$ cat src/rtl/i2s_pkg.sv
// Shared types and constants for the I2S sample transmit path.
// Latency: n/a (declarations only).
// Backpressure: n/a.
package i2s_pkg;

   // Default sample width; the transmitter can be parameterised away from it.
   localparam int DEF_SAMPLE_W = 16;

   // Bits in one stereo frame (left word followed by right word).
   localparam int FRAME_W = 2 * DEF_SAMPLE_W;

   // Word-select levels on lr_clk.
   localparam logic LR_LEFT  = 1'b0;
   localparam logic LR_RIGHT = 1'b1;

   // One stereo pair at the default width; left sits in the upper half so the
   // packed value is already in MSB-first transmit order.
   typedef struct packed {
      logic [DEF_SAMPLE_W-1:0] left;
      logic [DEF_SAMPLE_W-1:0] right;
   } pair_t;

endpackage

$ cat src/rtl/sample_fifo.sv
// Single-clock FIFO of stereo pairs with occupancy count.
// Latency: a pushed entry is visible at the head on the next clk.
// Backpressure: push ignored when full, pop ignored when empty.
module sample_fifo #(
   parameter int DATA_W = 32,
   parameter int DEPTH  = 8,
   localparam int AW    = $clog2(DEPTH),
   localparam int CW    = AW + 1
) (
   input  logic              clk,
   input  logic              rst,
   input  logic              push,
   input  logic [DATA_W-1:0] push_dat,
   input  logic              pop,
   output logic [DATA_W-1:0] pop_dat,
   output logic              full,
   output logic              empty,
   output logic [CW-1:0]     count
);

   localparam logic [CW-1:0] FULL_CNT = CW'(DEPTH);

   logic [DATA_W-1:0] mem [DEPTH];
   logic [AW-1:0]     wr_ptr;
   logic [AW-1:0]     rd_ptr;
   logic              do_push;
   logic              do_pop;

   assign full    = (count == FULL_CNT);
   assign empty   = (count == '0);
   assign do_push = push && !full;
   assign do_pop  = pop && !empty;
   assign pop_dat = mem[rd_ptr];

   // Pointer and occupancy bookkeeping; pointers wrap naturally (DEPTH is a power of 2).
   always_ff @(posedge clk) begin
      if (rst) begin
         wr_ptr <= '0;
         rd_ptr <= '0;
         count  <= '0;
      end else begin
         if (do_push) wr_ptr <= wr_ptr + AW'(1);
         if (do_pop)  rd_ptr <= rd_ptr + AW'(1);
         case ({do_push, do_pop})
            2'b10:   count <= count + CW'(1);
            2'b01:   count <= count - CW'(1);
            default: count <= count;
         endcase
      end
   end

   // Storage array; contents need no reset because count gates every read.
   always_ff @(posedge clk) begin
      if (do_push) mem[wr_ptr] <= push_dat;
   end

endmodule

$ cat src/rtl/i2s_sample_tx.sv
// Buffers stereo pairs and serialises them as Philips I2S with internal sclk/lr_clk.
// Latency: a buffered pair starts on the next frame boundary; left MSB one sclk after lr_clk falls.
// Backpressure: in_ready drops when the FIFO is full; an empty FIFO at frame start sends zeros.
module i2s_sample_tx
   import i2s_pkg::*;
#(
   parameter int SAMPLE_W   = DEF_SAMPLE_W,
   parameter int FIFO_DEPTH = 8,
   parameter int BCLK_HALF  = 2,
   parameter int LOW_WATER  = 2
) (
   input  logic                          clk,
   input  logic                          rst,
   input  logic [SAMPLE_W-1:0]           in_left,
   input  logic [SAMPLE_W-1:0]           in_right,
   input  logic                          in_valid,
   output logic                          in_ready,
   output logic [$clog2(FIFO_DEPTH):0]   fill_level,
   output logic                          irq,
   output logic                          underrun,
   output logic                          sclk,
   output logic                          lr_clk,
   output logic                          serial
);

   localparam int FW    = 2 * SAMPLE_W;
   localparam int CW    = $clog2(FIFO_DEPTH) + 1;
   localparam int DIV_W = (BCLK_HALF > 1) ? $clog2(BCLK_HALF) : 1;
   localparam int BIT_W = $clog2(FW);

   localparam logic [DIV_W-1:0] DIV_TC    = DIV_W'(BCLK_HALF - 1);
   localparam logic [BIT_W-1:0] BIT_LAST  = BIT_W'(FW - 1);
   localparam logic [BIT_W-1:0] BIT_RIGHT = BIT_W'(SAMPLE_W);
   localparam logic [CW-1:0]    LOW_CNT   = CW'(LOW_WATER);

   logic [DIV_W-1:0] div_cnt;
   logic [BIT_W-1:0] bit_cnt;
   logic [BIT_W-1:0] bit_nxt;
   logic [FW-1:0]    shreg;
   logic [FW-1:0]    fifo_dat;
   logic [FW-1:0]    frame_dat;
   logic             dly_bit;
   logic             tc;
   logic             fall;
   logic             frame_start;
   logic             fifo_pop;
   logic             fifo_full;
   logic             fifo_empty;

   assign tc          = (div_cnt == DIV_TC);
   assign fall        = tc && sclk;
   assign bit_nxt     = (bit_cnt == BIT_LAST) ? '0 : bit_cnt + BIT_W'(1);
   assign frame_start = fall && (bit_cnt == BIT_LAST);
   assign fifo_pop    = frame_start && !fifo_empty;
   assign frame_dat   = fifo_empty ? '0 : fifo_dat;
   assign in_ready    = !fifo_full;
   assign irq         = (fill_level <= LOW_CNT);

   sample_fifo #(
      .DATA_W (FW),
      .DEPTH  (FIFO_DEPTH)
   ) u_fifo (
      .clk      (clk),
      .rst      (rst),
      .push     (in_valid),
      .push_dat ({in_left, in_right}),
      .pop      (fifo_pop),
      .pop_dat  (fifo_dat),
      .full     (fifo_full),
      .empty    (fifo_empty),
      .count    (fill_level)
   );

   // Bit-clock divider: sclk toggles every BCLK_HALF clk cycles.
   always_ff @(posedge clk) begin
      if (rst) begin
         div_cnt <= '0;
         sclk    <= 1'b0;
      end else if (tc) begin
         div_cnt <= '0;
         sclk    <= ~sclk;
      end else begin
         div_cnt <= div_cnt + DIV_W'(1);
      end
   end

   // Bit position, word select and data shifter, all advanced on sclk falling events.
   always_ff @(posedge clk) begin
      if (rst) begin
         bit_cnt  <= BIT_LAST;
         lr_clk   <= LR_RIGHT;
         serial   <= 1'b0;
         shreg    <= '0;
         dly_bit  <= 1'b0;
         underrun <= 1'b0;
      end else begin
         underrun <= frame_start && fifo_empty;
         if (fall) begin
            bit_cnt <= bit_nxt;
            lr_clk  <= (bit_nxt < BIT_RIGHT) ? LR_LEFT : LR_RIGHT;
            if (frame_start) begin
               // Previous right LSB goes out in slot 0: the one-bit I2S delay.
               serial  <= dly_bit;
               shreg   <= frame_dat;
               dly_bit <= frame_dat[0];
            end else begin
               serial <= shreg[FW-1];
               shreg  <= {shreg[FW-2:0], 1'b0};
            end
         end
      end
   end

endmodule

$ cat config.mk
export PLATFORM = sky130hd
export DESIGN_NAME = i2s_sample_tx
export DESIGN_NICKNAME = d
export VERILOG_FILES = /design/src/rtl/i2s_pkg.sv /design/src/rtl/sample_fifo.sv /design/src/rtl/i2s_sample_tx.sv
export SDC_FILE = /design/constraint.sdc
export NUM_CORES = 1
export LEC_CHECK = 0
export ABC_AREA = 1
export BUFFER_PORTS_ARGS = -buffer_cell sky130_fd_sc_hd__buf_2
export CORE_AREA = 2 2 161 163
export DETAILED_ROUTE_END_ITERATION = 8
export DIE_AREA = 0 0 163 165
export HOLD_SLACK_MARGIN = 0.03
export PLACE_DENSITY = 0.62
export SLEW_MARGIN = 20
export SYNTH_ARGS = -nofsm -noshare
export SYNTH_HDL_FRONTEND = slang
export SYNTH_SLANG_ARGS = --single-unit
$ cat constraint.sdc
create_clock -name clk -period 3.2 [get_ports clk]
set_input_delay 0.64 -clock clk [delete_from_list [all_inputs] [get_ports clk]]
set_output_delay 0.64 -clock clk [all_outputs]
set_load 0.02 [all_outputs]
## Word-level counts from Yosys, hierarchy flattened

Memories as Yosys holds them, arrays and structs flattened. A register that Yosys moved wholly into a read port is not among the register bits.
Cells that the tools add are included.

- Multiplexer cells: 10
- Reductions and logical operators: 12
- Add/subtract/negate cells: 6
- Eq/ne operators: 4
- Bitwise logic cells: 1
- Order comparisons: 2

Operators by type and width:

| kind | count |
|---|---|
| two-way mux 32 bit | 2 |
| one-hot mux 4 bit (2 select lines) | 1 |
| adder 3 x 1 -> 3 bit, second input constant | 2 |
| logical AND 1 bit | 6 |
| two-way mux 3 bit | 2 |
| adder 5 x 1 -> 5 bit, second input constant | 1 |
| equality test 5 bit, second input constant | 1 |
| less-than comparator 5 bit, second input constant | 1 |
| two-way mux 5 bit | 1 |
| adder 4 x 1 -> 4 bit, second input constant | 1 |
| equality test 4 bit, second input constant | 1 |
| <= comparator 4 x 2 -> 1 bit, second input constant | 1 |
| zero test 4 bit | 1 |
| two-way mux 1 bit | 4 |
| subtractor 4 x 1 -> 4 bit, second input constant | 1 |
| equality test 2 x 1 -> 1 bit, second input constant | 1 |
| equality test 2 bit, second input constant | 1 |
| zero test 1 bit | 2 |
| AND reduction 2 bit | 1 |
| nonzero test 2 bit | 1 |
| OR reduction 2 bit | 1 |
| adder 1 bit, second input constant | 1 |
| NOT 1 bit | 1 |

- Logic and storage cells: 47
- Bits of input ports: 35
- Flip-flop bits (word level): 53
- Memory bits (writable): 256
- Output and inout bits: 10
- Memories: 1

Memory list:

| memory | depth | bits a word | read ports | clocked after memory_dff | wr ports | RTL line | text |
|---|---|---|---|---|---|---|---|
| u_fifo.mem | 8 | 32 | 1 | 1 | 1 | sample_fifo.sv:23 | `logic [DATA_W-1:0] mem [DEPTH];` |

## Logic depth before layout (Yosys ltp)

Gate-level depths: netlist of run 1.

- Depth in word-level cells: 6
- Mapped depth: 19
- Depth with buffers taken out: 18

## By module

From an unflattened synthesis of run 1, not the netlist that was laid out.

- Cell total of the unflattened synthesis: 1146
- Area total of the unflattened synthesis: 12856.1 um^2

Modules (own cells, without submodules):

| module | area an instance (um^2) | cells an instance | seq. area each (um^2) | times used |
|---|---|---|---|---|
| sample_fifo | 10630.2 | 816 | 7947.6 | 1 |
| i2s_sample_tx | 2225.9 | 330 | 840.8 | 1 |

## Worst setup path after synthesis of run 1

No wires, ideal clock.

- Kind: reg2reg
- Start: register u_fifo.count[0]
- End: memory u_fifo.mem[0][0] (enable)
- Setup slack: 0.185 ns
- Library setup time: 0.421 ns
- Period minus slack after synthesis: 3.015 ns
- Arrival: 2.594 ns
- Buffers on the path: 0
- Required time: 2.779 ns
- Stages on the path, launching flop included: 7
- Path through: dfxtp_1 > nor2_1 > nand3_1 > nand2_1 > inv_1 > nand2_1 > nor2_1

- Longest elaborated chain between the ends: 5

Ends and longest elaborated chain:

| element | RTL line | text |
|---|---|---|
| start: declaration | sample_fifo.sv:18 | `output logic [CW-1:0] count` |
| start signal: assignment | sample_fifo.sv:45 | `2'b10: count <= count + CW'(1);` |
| start signal: assignment | sample_fifo.sv:46 | `2'b01: count <= count - CW'(1);` |
| start signal: assignment | sample_fifo.sv:47 | `default: count <= count;` |
| equality test 4 bit | sample_fifo.sv:29 | `assign full = (count == FULL_CNT);` |
| zero test 1 bit | - |  |
| named net in_ready | i2s_sample_tx.sv:17 | `output logic in_ready,` |
| logical AND 1 bit | sample_fifo.sv:31 | `assign do_push = push && !full;` |
| two-way mux 1 bit | sample_fifo.sv:54 | `if (do_push) mem[wr_ptr] <= push_dat;` |
| two-way mux 1 bit (implied by the code) | sample_fifo.sv:54 |  |
| end: declaration | sample_fifo.sv:23 |  |

The timed path passes the listed nets, and every way through them passes these cells.

## Final worst setup path of run 1

- Start: register u_fifo.count[0]
- End: memory u_fifo.mem[6][1] (enable)

- Longest elaborated chain between the ends: 5

Ends and longest elaborated chain:

| element | RTL line |
|---|---|
| equality test 4 bit | sample_fifo.sv:29 |
| zero test 1 bit | sample_fifo.sv:31 |
| logical AND 1 bit | sample_fifo.sv:31 |
| two-way mux 1 bit | sample_fifo.sv:54 |
| two-way mux 1 bit (implied by the code) | sample_fifo.sv:54 |

Every way passes these cells.

==> results of run 1 <==
-- worst max-delay path, stage by stage (launching register included) --
cell	delay (ps)
dfxtp_1	450
nor2_1	100
nand3_1	100
nand2_1	180
inv_1	120
nand2_1	240
nor2_4	600
buf_4	320
-- power by group --
part	leakage (nW)	switching, mW	internal [mW]
Clock	0.473	1.42	1.97
Combinational	1.61	0.373	0.143
Sequential	2.77	0.0419	4.50
-- final cells by class --
type                            instances  area [um2]  area share
Sequential cell                       311        8790       0.637
Clock inverter                         15         119     0.00861
Timing Repair Buffer                   66         423      0.0306
Tap cell                              330         413      0.0299
Inverter                               26        97.6     0.00707
Clock buffer                           41         833      0.0604
Multi-Input combinational cell        674        3130       0.226
-- how the worst min path moves through the flow --
stage | startpoint | endpoint | slack (ps) | depth (start not counted)
after global routing | in_left[10] | u_fifo.mem[1][26] | 350 | 1
after global placement | div_cnt | div_cnt | 430 | 1
final | rst | div_cnt | 370 | 2
after CTS | in_left[10] | u_fifo.mem[7][26] | 340 | 1
after floorplan | div_cnt | div_cnt | 420 | 1
after detailed placement | div_cnt | div_cnt | 440 | 1
-- cells by family after synthesis --
kind of cell | Yosys count | synth area share
AOI/OAI and AO/OA | 244 | 0.100
xor gates and xnor gates | 1 | 0.000710
adders and majority gates | 7 | 0.00710
buffers and inverters | 93 | 0.0393
DFF | 311 | 0.712
and+or+nand+nor | 422 | 0.141
-- state kept, by name, summed over array words and instances, names as in the netlist, 3 cells and up, named ones only --
register       cells
u_fifo.mem       256
shreg             32
bit_cnt            4
u_fifo.count       4
u_fifo.rd_ptr      3
u_fifo.wr_ptr      3
-- layer usage --
metal / part of all wire / GRT usage
met3: 0.050 / 0.0251
met5: 0 / 0
met4: 0.018 / 0.0519
met2: 0.48 / 0.346
met1: 0.45 / 0.294
-- cell usage in the layout (no fill, tap or decap) --
master,count
clkbuf_16,31
bufinv_16,2
buf_12,3
dfxtp_1,53
ha_1,7
inv_2,4
nor2_1,268
clkbuf_1,8
nor3_1,2
clkinv_2,8
nand2_1,34
xnor2_1,1
dfxtp_4,1
o21ai_1,6
o21ai_0,161
clkbuf_8,2
buf_4,19
a21oi_1,72
buf_2,44
nand2_2,1
nand3_1,104
dfxtp_2,1
a31oi_1,1
clkinv_1,6
o211ai_1,3
inv_1,21
nand4_1,4
nor2_4,9
o221ai_1,1
edfxtp_1,256
==> impl_metrics.ini, run 1 <==
[power]
total_power_mw = 8.45
ir_drop_v = 0.000393
power_leakage_nw = 4.86
power.density_nw_per_um2 = 612

[sta]
fin_tns_setup_ps = 0
fin_crit_sh = 0.753
fmax_mhz = 415
tightest_slew_ps = 703
hold_viol_final = 0
layout_setup_ws_ps = 789
relSlewSlack = 0.530
slew_violations = 0
whs_ps = 367
setup_violations = 0
fin_skew_ps = 6.81
fin_crit_ps = 2410
rsz0062_at_grt = no

[yosys]
synth_edf_count = 256
yosysMostFrequentCell = nor2_1
synth_cells = 1078
yosysTopAreaCell = edfxtp_1
async_flop_share = 0
syn_nets = 1120
synth_cell_types = 26
synth-main-ff-cell = edfxtp_1
synth.top_cell.area_share = 0.623
synth_area_per_cell_um2 = 11.4
synth.area.top_cells = edfxtp_1, dfxtp_1, nor2_1, o21ai_0, nand3_1
yosys_warnings = 0
ys_seq_area_frac = 0.712
synth_area_um2 = 12300
synth_seq_cells = 311
synth_common_cells = nor2_1, edfxtp_1, o21ai_0

[worst_setup_path]
reg2reg_depth = 7
cp_max_fo = 18
endpoint = u_fifo.mem[6][1]
crit_start = u_fifo.count[0]
required_ps = 3450
regToRegSetupSlack_ps = 790
reg2reg_to = u_fifo.mem[6][1]
cp_data_arrival_time_ps = 2660
critical_path_class = flop to flop
critPathCaptureType = flop
rr_startpoint = u_fifo.count[0]
cp-start-kind = flop

[placement]
gp_congestion = 0.799
io_buffers = 44
place_inst = 1407
placed_area_um2 = 12900
hpwl_um = 14700
preCtsSetupSlack_ps = 663

[clock_network]
cts_hold_buf = 0
cts_root_buf = clkbuf_16
path_clk_slew_ps = 60
h-tree-depth = 1
cts_sinks = 311
postCtsSetupRepairBufs = 0
clk_latency_ps = 550
cts_inserted_buffers = 30
cts.path.max_buffers = 3
cts_tree = built
cts_resized = 0

[hold_path]
hp-class = input port to flop

[global_route]
grt-ovfl-total = 0
grt_pass1_wl_um = 43300
first_global_vias = 7692
track_usage = 0.208
antenna_found_initial = 0
grt_max_degree = 129

[layout]
layout.nets = 1151
layout-drive-gt1-share = 0.110
final_core_util = 0.551
antennaDiodeCount = 0
syn_to_final_growth_pct = 11.9
fill_cells = 2152
fin_cells = 1463
postLayoutCellArea_um2 = 13800

[floorplan]
io-pin-count = 45
fp.dieH_um = 165
dieArea_um2 = 26900
die_x_um = 163
core-area_um2 = 25000
placementRows = 58
initial_core_util = 0.493

[detailed_routing]
wl_um = 27200
drc = 0
antenna_left = 0
dr.pass1.iters = 5
vias = 7935
via_per_inst = 5.42
routedWlPerCell_um = 18.6
drt_iter0_drc = 714

[run_status]
outcome = finished clean

[run]
cap_viol_max_count = 0
No activity file was read; power rests on OpenSTA's default activity.
==> inputs of run 2 (changes only) <==
- clock period: 3.2 -> 2.5 ns (I/O delays scaled with it)
==> impl_metrics.ini, run 2 (synthesis results as in run 1) <==
[power]
ir_drop_v = 0.000626
power_leakage_nw = 5.02
power.density_nw_per_um2 = 806

[hold_path]
hp-class = input port to flop

[sta]
fmax_mhz = 427
tightest_slew_ps = 668
slew_violations = 0
setup_violations = 0
hold_viol_final = 0
fin_crit_sh = 0.936
relSlewSlack = 0.555
whs_ps = 258
fin_crit_ps = 2340
fin_skew_ps = 15.3
layout_setup_ws_ps = 159

[layout]
layout.nets = 1166
fin_cells = 1482
largest_register_ffs = 256
fill_cells = 2066
layout-drive-gt1-share = 0.127
final_core_util = 0.566
final_common_cell = nor2_1
top_regs = u_fifo.mem: 256 flops, shreg: 32 flops
largest-register = u_fifo.mem
syn_to_final_growth_pct = 14.8
final_cell_mix = nor2_1, edfxtp_1, o21ai_0, nand3_1, a21oi_1

[worst_setup_path]
critical_path_class = flop to flop
cp_data_arrival_time_ps = 2740
required_ps = 2900
critPathCaptureType = flop
cp_cell_sequence = ha_1 > nand2_1 > nor2_1 > ha_1 > inv_2 > nor2_4 > nand2_1 > inv_2 > ha_2 > nand2_1 > inv_1 > nor2_2 > ha_1 > a21oi_2 > xnor2_1 > o21ai_0 > inv_1
cpPeakStageDelay_ps = 350
cp_slowest_cell = dfxtp_1
cp-start-kind = flop
cp_max_fo = 4

[detailed_routing]
vias = 8088
via_per_inst = 5.46
antenna_left = 0
drc = 0
routedWlPerCell_um = 18.4
wl_um = 27200
dr.pass1.iters = 5
drt_iter0_drc = 869

[clock_network]
path_clk_slew_ps = 60
cts_resized = 0
clk_latency_ps = 510
cts_inserted_buffers = 34
cts_tree = built
postCtsSetupRepairBufs = 0
cts_root_buf = clkbuf_16
cts.path.max_buffers = 3
cts_sinks = 311
cts_hold_buf = 0
h-tree-depth = 2

[global_route]
grt_pass1_wl_um = 42700
grt_max_degree = 129
first_global_vias = 7743
track_usage = 0.208
antenna_found_initial = 2
grt-ovfl-total = 0

[run_status]
outcome = finished clean

[floorplan]
initial_core_util = 0.493
dieArea_um2 = 26900
io-pin-count = 45
fp.dieH_um = 165
placementRows = 58
die_x_um = 163
core-area_um2 = 25000

[placement]
hpwl_um = 14600
preCtsSetupSlack_ps = 167
io_buffers = 44
gp_congestion = 0.796
place_inst = 1418

[run]
cap_viol_max_count = 0
run 2: changes by cell type in the layout (fill, tap and decap cells not counted), moves of 2 or more:
cell / change
clkbuf_16: +6
buf_12: +8
clkinv_2: -2
diode_2: +2
clkbuf_8: +2
buf_4: +3
run 2: final cells by class:
cell class,instances,area [um2],share of cell area
clock inverter,13,109,0.00768
sequential,311,8790,0.621
inverter,26,97.6,0.00689
multi-input combinational,674,3140,0.221
antenna,2,5.00,0.000353
tap,330,413,0.0291
clock buffer,49,1010,0.0713
timing repair buffer,77,606,0.0427
run 2: critical path: cells and delay by family (launching register included):
family	cells	cell delay, ps
XOR/XNOR	1	90
flip-flops	1	350
adder cells (fa/ha/maj)	4	730
AO/OA/AOI/OAI	2	290
AND/OR/NAND/NOR	6	530
buffers and inverters	4	260
run 2: final timing paths:
path,endpoint,start,slack [ps],cells after the start
setup / recovery,u_fifo.count[2],bit_cnt[1],160,17
hold / removal,u_fifo.mem[2][18],in_left[2],260,1
setup reg to reg,u_fifo.count[2],bit_cnt[1],160,17
hold reg to reg,div_cnt,div_cnt,450,1
run 2: through the flow:
stage	total power, mW	area (um2)	setup TNS, ps
after detailed placement	6.60	13000	0
after CTS	11.5	14200	0
after floorplan	6.34	12300	-98600
after global placement	6.59	13000	0
final	11.4	14200	0
after global routing	11.8	14200	-43.8
run 2: metal layers:
| layer | wire length (um) | global-route usage |
|---|---|---|
| met5 | 0 | 0 |
| met2 | 13100 | 0.348 |
| met3 | 1340 | 0.0331 |
| met1 | 12200 | 0.281 |
| met4 | 554 | 0.0692 |
run 2: report_power, final:
part,switching (mW),internal [mW],leakage [nW]
registers,0.0486,5.76,2.77
clock network,1.91,3.01,0.554
logic,0.483,0.205,1.69
total,2.45,8.97,5.02
